<file path="src/rtl/decimal_entry_pkg.sv">
// Shared definitions for the decimal keypad entry front end: FSM state
// encoding and the special key codes read from switch[3:0].
package decimal_entry_pkg;

  typedef enum logic [1:0] {
    IDLE         = 2'd0,
    COLLECT      = 2'd1,
    DONE         = 2'd2,
    WAIT_REQ_LOW = 2'd3
  } state_e;

  localparam logic [3:0] KEY_CLEAR  = 4'hE;
  localparam logic [3:0] KEY_COMMIT = 4'hF;
  localparam logic [3:0] KEY_MAX_DIGIT = 4'd9;

  // Codes 0-9 are decimal digits; everything above is a command or ignored.
  function automatic logic is_digit(input logic [3:0] key);
    return key <= KEY_MAX_DIGIT;
  endfunction

endpackage

</file>
<file path="src/rtl/button_debounce.sv">
// Synchronizes a raw asynchronous button, debounces it and emits a single
// one-cycle pulse on each accepted 0->1 transition of the stable level.
module button_debounce #(
  parameter logic [15:0] DEBOUNCE_CYCLES = 16'd50000
) (
  input  logic clk_i,
  input  logic rst_i,
  input  logic btn_i,
  output logic press_o
);

  logic        sync1_q, sync2_q;
  logic        stable_q;
  logic        press_q;
  logic [15:0] cnt_q;

  // Two-flop synchronizer for the asynchronous button input.
  always_ff @(posedge clk_i) begin
    if (rst_i) begin
      sync1_q <= 1'b0;
      sync2_q <= 1'b0;
    end else begin
      sync1_q <= btn_i;
      sync2_q <= sync1_q;
    end
  end

  // The stable level follows the synchronized button only after it has
  // differed for DEBOUNCE_CYCLES consecutive cycles; any agreement restarts.
  always_ff @(posedge clk_i) begin
    if (rst_i) begin
      cnt_q    <= '0;
      stable_q <= 1'b0;
      press_q  <= 1'b0;
    end else begin
      press_q <= 1'b0;
      if (sync2_q == stable_q) begin
        cnt_q <= '0;
      end else if (cnt_q == DEBOUNCE_CYCLES - 16'd1) begin
        cnt_q    <= '0;
        stable_q <= sync2_q;
        press_q  <= sync2_q;
      end else begin
        cnt_q <= cnt_q + 16'd1;
      end
    end
  end

  assign press_o = press_q;

endmodule

</file>
<file path="src/rtl/decimal_entry.sv">
// Decimal keypad entry: collects up to MAX_DIGITS decimal digits keyed on
// the switches and confirmed with the enter button, then commits a signed
// 32-bit value under a req/done handshake with the control unit.
module decimal_entry
  import decimal_entry_pkg::*;
#(
  parameter logic [15:0] DEBOUNCE_CYCLES = 16'd50000,
  parameter int          MAX_DIGITS      = 9
) (
  input  logic        clk,
  input  logic        reset,
  input  logic        btn_enter,
  input  logic [3:0]  digit_in,
  input  logic        neg_in,
  input  logic        req,
  output logic        busy,
  output logic        done,
  output logic [31:0] value,
  output logic [31:0] entry,
  output logic [3:0]  digit_count
);

  localparam logic [3:0] MAX_CNT = 4'(MAX_DIGITS);

  logic               press;
  logic [3:0]         digit_s1_q, digit_s2_q;
  logic               neg_s1_q, neg_s2_q;
  state_e             state_q, state_d;
  logic [31:0]        entry_q, entry_d;
  logic [3:0]         count_q, count_d;
  logic signed [31:0] value_q, value_d;

  button_debounce #(
    .DEBOUNCE_CYCLES(DEBOUNCE_CYCLES)
  ) u_enter_debounce (
    .clk_i  (clk),
    .rst_i  (reset),
    .btn_i  (btn_enter),
    .press_o(press)
  );

  // Two-flop synchronizers for the digit and sign switches.
  always_ff @(posedge clk) begin
    if (reset) begin
      digit_s1_q <= '0;
      digit_s2_q <= '0;
      neg_s1_q   <= 1'b0;
      neg_s2_q   <= 1'b0;
    end else begin
      digit_s1_q <= digit_in;
      digit_s2_q <= digit_s1_q;
      neg_s1_q   <= neg_in;
      neg_s2_q   <= neg_s1_q;
    end
  end

  // Next-state and datapath decisions; a falling req in COLLECT beats a press.
  always_comb begin
    state_d = state_q;
    entry_d = entry_q;
    count_d = count_q;
    value_d = value_q;
    case (state_q)
      IDLE: begin
        if (req) begin
          state_d = COLLECT;
          entry_d = '0;
          count_d = '0;
        end
      end
      COLLECT: begin
        if (!req) begin
          state_d = IDLE;
        end else if (press) begin
          if (is_digit(digit_s2_q)) begin
            if (count_q < MAX_CNT) begin
              entry_d = (entry_q << 3) + (entry_q << 1) + {28'd0, digit_s2_q};
              count_d = count_q + 4'd1;
            end
          end else if (digit_s2_q == KEY_CLEAR) begin
            entry_d = '0;
            count_d = '0;
          end else if (digit_s2_q == KEY_COMMIT) begin
            // Two's-complement negate; a negative zero folds back to 0.
            value_d = neg_s2_q ? signed'(~entry_q + 32'd1) : signed'(entry_q);
            state_d = DONE;
          end
        end
      end
      DONE: begin
        state_d = WAIT_REQ_LOW;
      end
      WAIT_REQ_LOW: begin
        if (!req) state_d = IDLE;
      end
      default: begin
        state_d = IDLE;
      end
    endcase
  end

  // State and datapath registers.
  always_ff @(posedge clk) begin
    if (reset) begin
      state_q <= IDLE;
      entry_q <= '0;
      count_q <= '0;
      value_q <= '0;
    end else begin
      state_q <= state_d;
      entry_q <= entry_d;
      count_q <= count_d;
      value_q <= value_d;
    end
  end

  assign busy        = (state_q == COLLECT);
  assign done        = (state_q == DONE);
  assign value       = value_q;
  assign entry       = entry_q;
  assign digit_count = count_q;

endmodule
</file>
<file path="config.mk">
export PLATFORM = sky130hd
export DESIGN_NAME = decimal_entry
export DESIGN_NICKNAME = d
export VERILOG_FILES = /design/src/rtl/decimal_entry_pkg.sv /design/src/rtl/button_debounce.sv /design/src/rtl/decimal_entry.sv
export SDC_FILE = /design/constraint.sdc
export NUM_CORES = 1
export LEC_CHECK = 0
export ABC_AREA = 1
export CORE_MARGIN = 3
export CORE_UTILIZATION = 50
export DETAILED_ROUTE_END_ITERATION = 6
export PLACE_DENSITY = 0.73
export SYNTH_ARGS = -nofsm -noshare
export SYNTH_HDL_FRONTEND = slang
export SYNTH_SLANG_ARGS = --single-unit
</file>
<file path="constraint.sdc">
create_clock -name clk -period 6.8 [get_ports clk]
set_input_delay 1.7 -clock clk [delete_from_list [all_inputs] [get_ports clk]]
set_output_delay 1.7 -clock clk [all_outputs]
set_load 0.005 [all_outputs]
</file>
### Word level (Yosys, flattened, before mapping)

Index checks and enable logic that the tools add are counted.

* register bits after elaboration: 100
* latch bits: 0
* memory bits (writable): 0
* memory bits (read-only): 0
* input port bits: 9
* output and inout port bits: 70
* logic and storage cells: 73
* memories: 0

* add/sub/neg operators: 5
* multiply operators: 0
* div/mod/pow operators: 0
* order comparisons: 2
* equal/unequal tests: 17
* shifts and indexed selects: 0
* multiplexer cells: 23
* bitwise logic cells: 5
* reductions and logical operators: 8

Operators with widths (count)
* two-way mux 32 bit: 7
* one-hot mux 32 bit (2 select lines): 1
* adder 32 x 1 -> 32 bit, second input constant: 1
* adder 32 bit: 1
* adder 32 x 4 -> 32 bit: 1
* NOT 32 bit: 1
* two-way mux 4 bit: 6
* AND reduction 6 bit: 3
* adder 16 x 1 -> 16 bit, second input constant: 1
* equality test 16 bit, second input constant: 1
* two-way mux 2 bit: 7
* != test 3 x 2 -> 1 bit, second input constant: 3
* equality test 4 bit, second input constant: 2
* one-hot mux 2 bit (4 select lines): 1
* one-hot mux 4 bit (2 select lines): 1
* != test 2 bit, second input constant: 3
* != test 3 bit, second input constant: 2
* OR reduction 3 bit: 2
* adder 4 x 1 -> 4 bit, second input constant: 1
* equality test 2 bit, second input constant: 2
* less-or-equal comparator 4 bit, second input constant: 1
* less-than comparator 4 bit, second input constant: 1
* NOT 1 bit: 4
* != test 3 x 1 -> 1 bit, second input constant: 1
* other kinds (6): 6

### Logic depth before layout (Yosys ltp)

* depth in word-level cells: 7
* gate-level depth with buffers: 15
* gate-level depth less buffers: 15

### By module

Synthesis repeated with hierarchy kept, for this count alone.

* cells, all modules: 1168
* area total of the unflattened synthesis: 7400.8 sq um

By module, submodules not included
* decimal_entry: instances 1, cells each 1037, area each 6426.2 sq um, sequential area each 1601.5 sq um
* button_debounce: instances 1, cells each 131, area each 974.7 sq um, sequential area each 400.4 sq um

### Worst setup path after synthesis

Ideal clock, no wire load.

* path kind: input to register
* from: in req
* to: reg value_q[31], in the netlist value[31]
* library setup time: 109 ps
* data arrival time: 2431 ps
* data required time: 6691 ps
* path slack: 4260 ps
* cell stages on the path: 7
* path buffers: 2
* cells stage by stage: nand4_2 > inv_2 > buf_4 > buf_4 > nand3_1 > nand2_1 > inv_1

* word-level cells in the longest chain between the ends: 1

RTL lines
* from (decl): line decimal_entry.sv:15 `input logic req,`
* AND reduction 6 bit (no source line)
* to (signal assigned): line decimal_entry.sv:113 `value_q <= value_d;`
* to (decl): line decimal_entry.sv:31 `logic signed [31:0] value_q, value_d;`

No other way between the ends.
A chain may end at the register's enable or synchronous reset.

### Final worst setup path

* from: in req
* to: reg value_q[10], in the netlist value[10]

Same word-level chain as after synthesis.

==> impl_results.md <==
- Commonest non-fill, non-tap cell in the layout: nand2_1
- WHS: between 0.4 and 0.5 ns
- CTS tree: done
- Switching power: around 0.26 mW
- Slew @ Worst Pin: between 0.9 and 1 ns
- Share of the yosys chip area belonging to registers: 0.277
- Hold Path End: neg_s2_q
- RSZ-0062 raised after global routing: false
- I/O Buffers: 78
- Final setup fails: 0
- Seq cells post-synth: 100
- Area grow syn2layout: 15.8%
- Largest fanout on the critical path: 57
- Max Freq: between 0.2 and 0.3 GHz
- Clk Tree Root Cell: clkbuf_16
- CP top delay family: buffers and inverters
- Number of diodes: 0
- Total number of vias: 7260
- Post-DP HPWL: about 15000 um
- VDD IR max: roughly 0.10 mV
- Status: finished, final reports clean
- Setup Skew: 0.00577 ns
- Rows: 43
- Final Cycle Share: 0.494
- H-tree depth: 3
- Remaining DRCs: 0
- Die X: 126 um
- Worst EP required: roughly 7 ns
- Worst stage delay on the critical path: between 0.7 and 0.8 ns
- DRT iter0 DRCs: 473
- Worst r2r dst: entry[8]
- Leading area contributor after synthesis: dfxtp_1
- Die Span Y: approximately 130 um
- CP Cell Sequence: clkdlybuf4s50_1, nand4_2, inv_2, nand2_1, o221ai_1, inv_1
- DRT antenna net count: 0
- Clock power frac: 0.419
- Core area: 0.0140 mm^2
- Max-cap violation count: 0
- Wirelength per Cell: 13.7 um
- Setup bufs post-CTS: 0
- Number of synthesized flops with an enable pin: 0
- Pin count of the biggest net entering global routing: between 50 and 60
- Cells after synthesis: about 1100
- First-pass GRT wire length: about 31000 um
- Slowest CP cell: inv_2
- Critical path arrival: ~3.6 ns
- Fin crit period: ~3.4 ns
- Crit path kind: in -> reg
- Sequential power share: 0.536
- Syn nets: 1217
- Clock-pin slew on the worst setup and hold paths: 0.07 ns
- Ys async rst share: 0
- Layout cells sized above 1: 0.0362
- Total number of yosys warnings: 0
- Nets: 1283
- Synth top area share: 0.277
- Pwr Density: ~130 mW/mm^2
- Clock sink total: 100
- Leak: 4.29 nW
- Hold path cells: 2
- Post-synth top flop: dfxtp_1
- FF-to-FF path depth: 11
- Final Hold Viols: 0
- Avg Inst Size Synth: around 6.3 um^2
- Iteration count of the initial detailed-routing pass: 5
- Logic pwr share: 0.044
- Final Max Slew Viols: 0
- Internal cell power: around 0.85 mW
- Hold path startpoint: neg_s1_q
- Starting density of the core: 0.516
- Worst Hold Class: reg -> reg
- Netlist cell types: 41
- Placer Congestion: about 0.9
- Startpoint types: input port
- Clk buf depth: 2
- Crit path capture type: flop
- # IOs: 79
- Synthesized cell area: 0.00722 mm^2
- Worst reg-to-reg setup slack: a little under 4 ns
- Grt ovf: 0
- Switching Fraction: 0.233
- PostCTS Resize Cnt: 0
- Mean number of vias per cell: ~5.2
- Num CTS Buffers: 9
- Top post-synthesis cells by area: dfxtp_1, nand2_1, ha_1, inv_1, nor2_1
- Die ar.: between 0.015 and 0.02 mm^2
- Hold_buf cts: 0
- Worst path buffer plus inverter count: 3
- Setup tns final: 0 ns
- Gr usage total: 0.238
- Initial antenna violation count: 0
- Vias in the first global route: 6565
- Routed wire length: 19000 um
- FF-to-FF Start: entry[0]
- Clk_lat worst skew: approximately 0.34 ns
- Most frequent cells in the layout: nand2_1, inv_1, nor2_1
- Relative slew slack: 0.337
-- layer usage --
layer | global-route usage | share of wire | wire length [um]
met2 | 0.390 | 0.46 | 8830
met4 | 0.0562 | 0.014 | 262
met3 | 0.0365 | 0.046 | 869
met1 | 0.331 | 0.48 | 9090
met5 | 0 | 0 | 0
-- synth_stat cells, types with 4 or more instances --
library cell / instances
a21oi_1: 84
nor3b_1: 4
o221ai_1: 6
buf_4: 6
clkbuf_1: 9
nor2_2: 8
xnor2_1: 5
nand2_1: 339
nand4_1: 19
inv_1: 179
nor3_1: 11
o21ai_1: 5
o21ai_0: 34
dfxtp_1: 100
ha_1: 62
nor2_1: 121
nand3_1: 73
xor2_1: 27
o21bai_1: 5
nand2_2: 4
buf_2: 7
-- sequential cells by signal (all words and copies together), names as in the netlist, 4 cells and up, named ones only --
signal / cells
digit_s1_q: 4
digit_s2_q: 4
value: 32
u_enter_debounce.cnt_q: 16
digit_count: 4
entry: 32
-- tightest hold or removal path: cells and delay by family (launching register included) --
kind	cells	cell delay (ns)
buffers and inverters	1	0.04
and+or+nand+nor	1	0.03
DFF	1	0.30
-- stage by stage --
step | utilization | setup WS, ns | cells | area, um^2 | total power, mW
after detailed placement | 0.578 | 3.11 | 1379 | 8090 | 0.658
after global placement | 0.578 | 3.15 | 1379 | 8090 | 0.658
after global routing | 0.597 | 3.22 | 1394 | 8360 | 1.15
after CTS | 0.597 | 3.46 | 1394 | 8360 | 1.12
after floorplan | - | 4.26 | 1144 | 7220 | 0.642
final | 0.597 | 3.44 | 1394 | 8360 | 1.11
-- worst max path at each step --
stage / start / to / slack (ns) / cells past startpoint
after floorplan: req / value[31] / 4.26 / 7
after global placement: req / value[9] / 3.15 / 6
after detailed placement: req / value[10] / 3.11 / 6
after CTS: req / value[10] / 3.46 / 6
after global routing: req / value[8] / 3.22 / 6
final: req / value[10] / 3.44 / 6
-- layout make-up --
type                            count  area [um^2]
Clock buffer                        9          225
Tap cell                          180          225
Inverter                          183          688
Clock inverter                      6         41.3
Fill cell                        1393         5630
Multi-Input combinational cell    835         4380
Timing Repair Buffer               81          798
Sequential cell                   100         2000
-- power by group through the flow --
stage,logic [mW],registers [mW],clock network [mW]
finish,0.0494,0.596,0.466
global route,0.0550,0.596,0.496
CTS,0.0492,0.596,0.474
detailed placement,0.0488,0.609,0
global placement,0.0485,0.609,0
floorplan,0.0359,0.606,0
-- cells by family (layout without fill, tap and decap cells) --
kind of cell	after synthesis	in the layout	synth area share
AOI/OAI and AO/OA	143	143	0.107
xor gates and xnor gates	32	32	0.0388
adders and majority gates	64	64	0.113
buffers and inverters	209	279	0.116
DFF	100	100	0.277
and+or+nand+nor	596	596	0.347
Power figures use the tool's default switching activity.
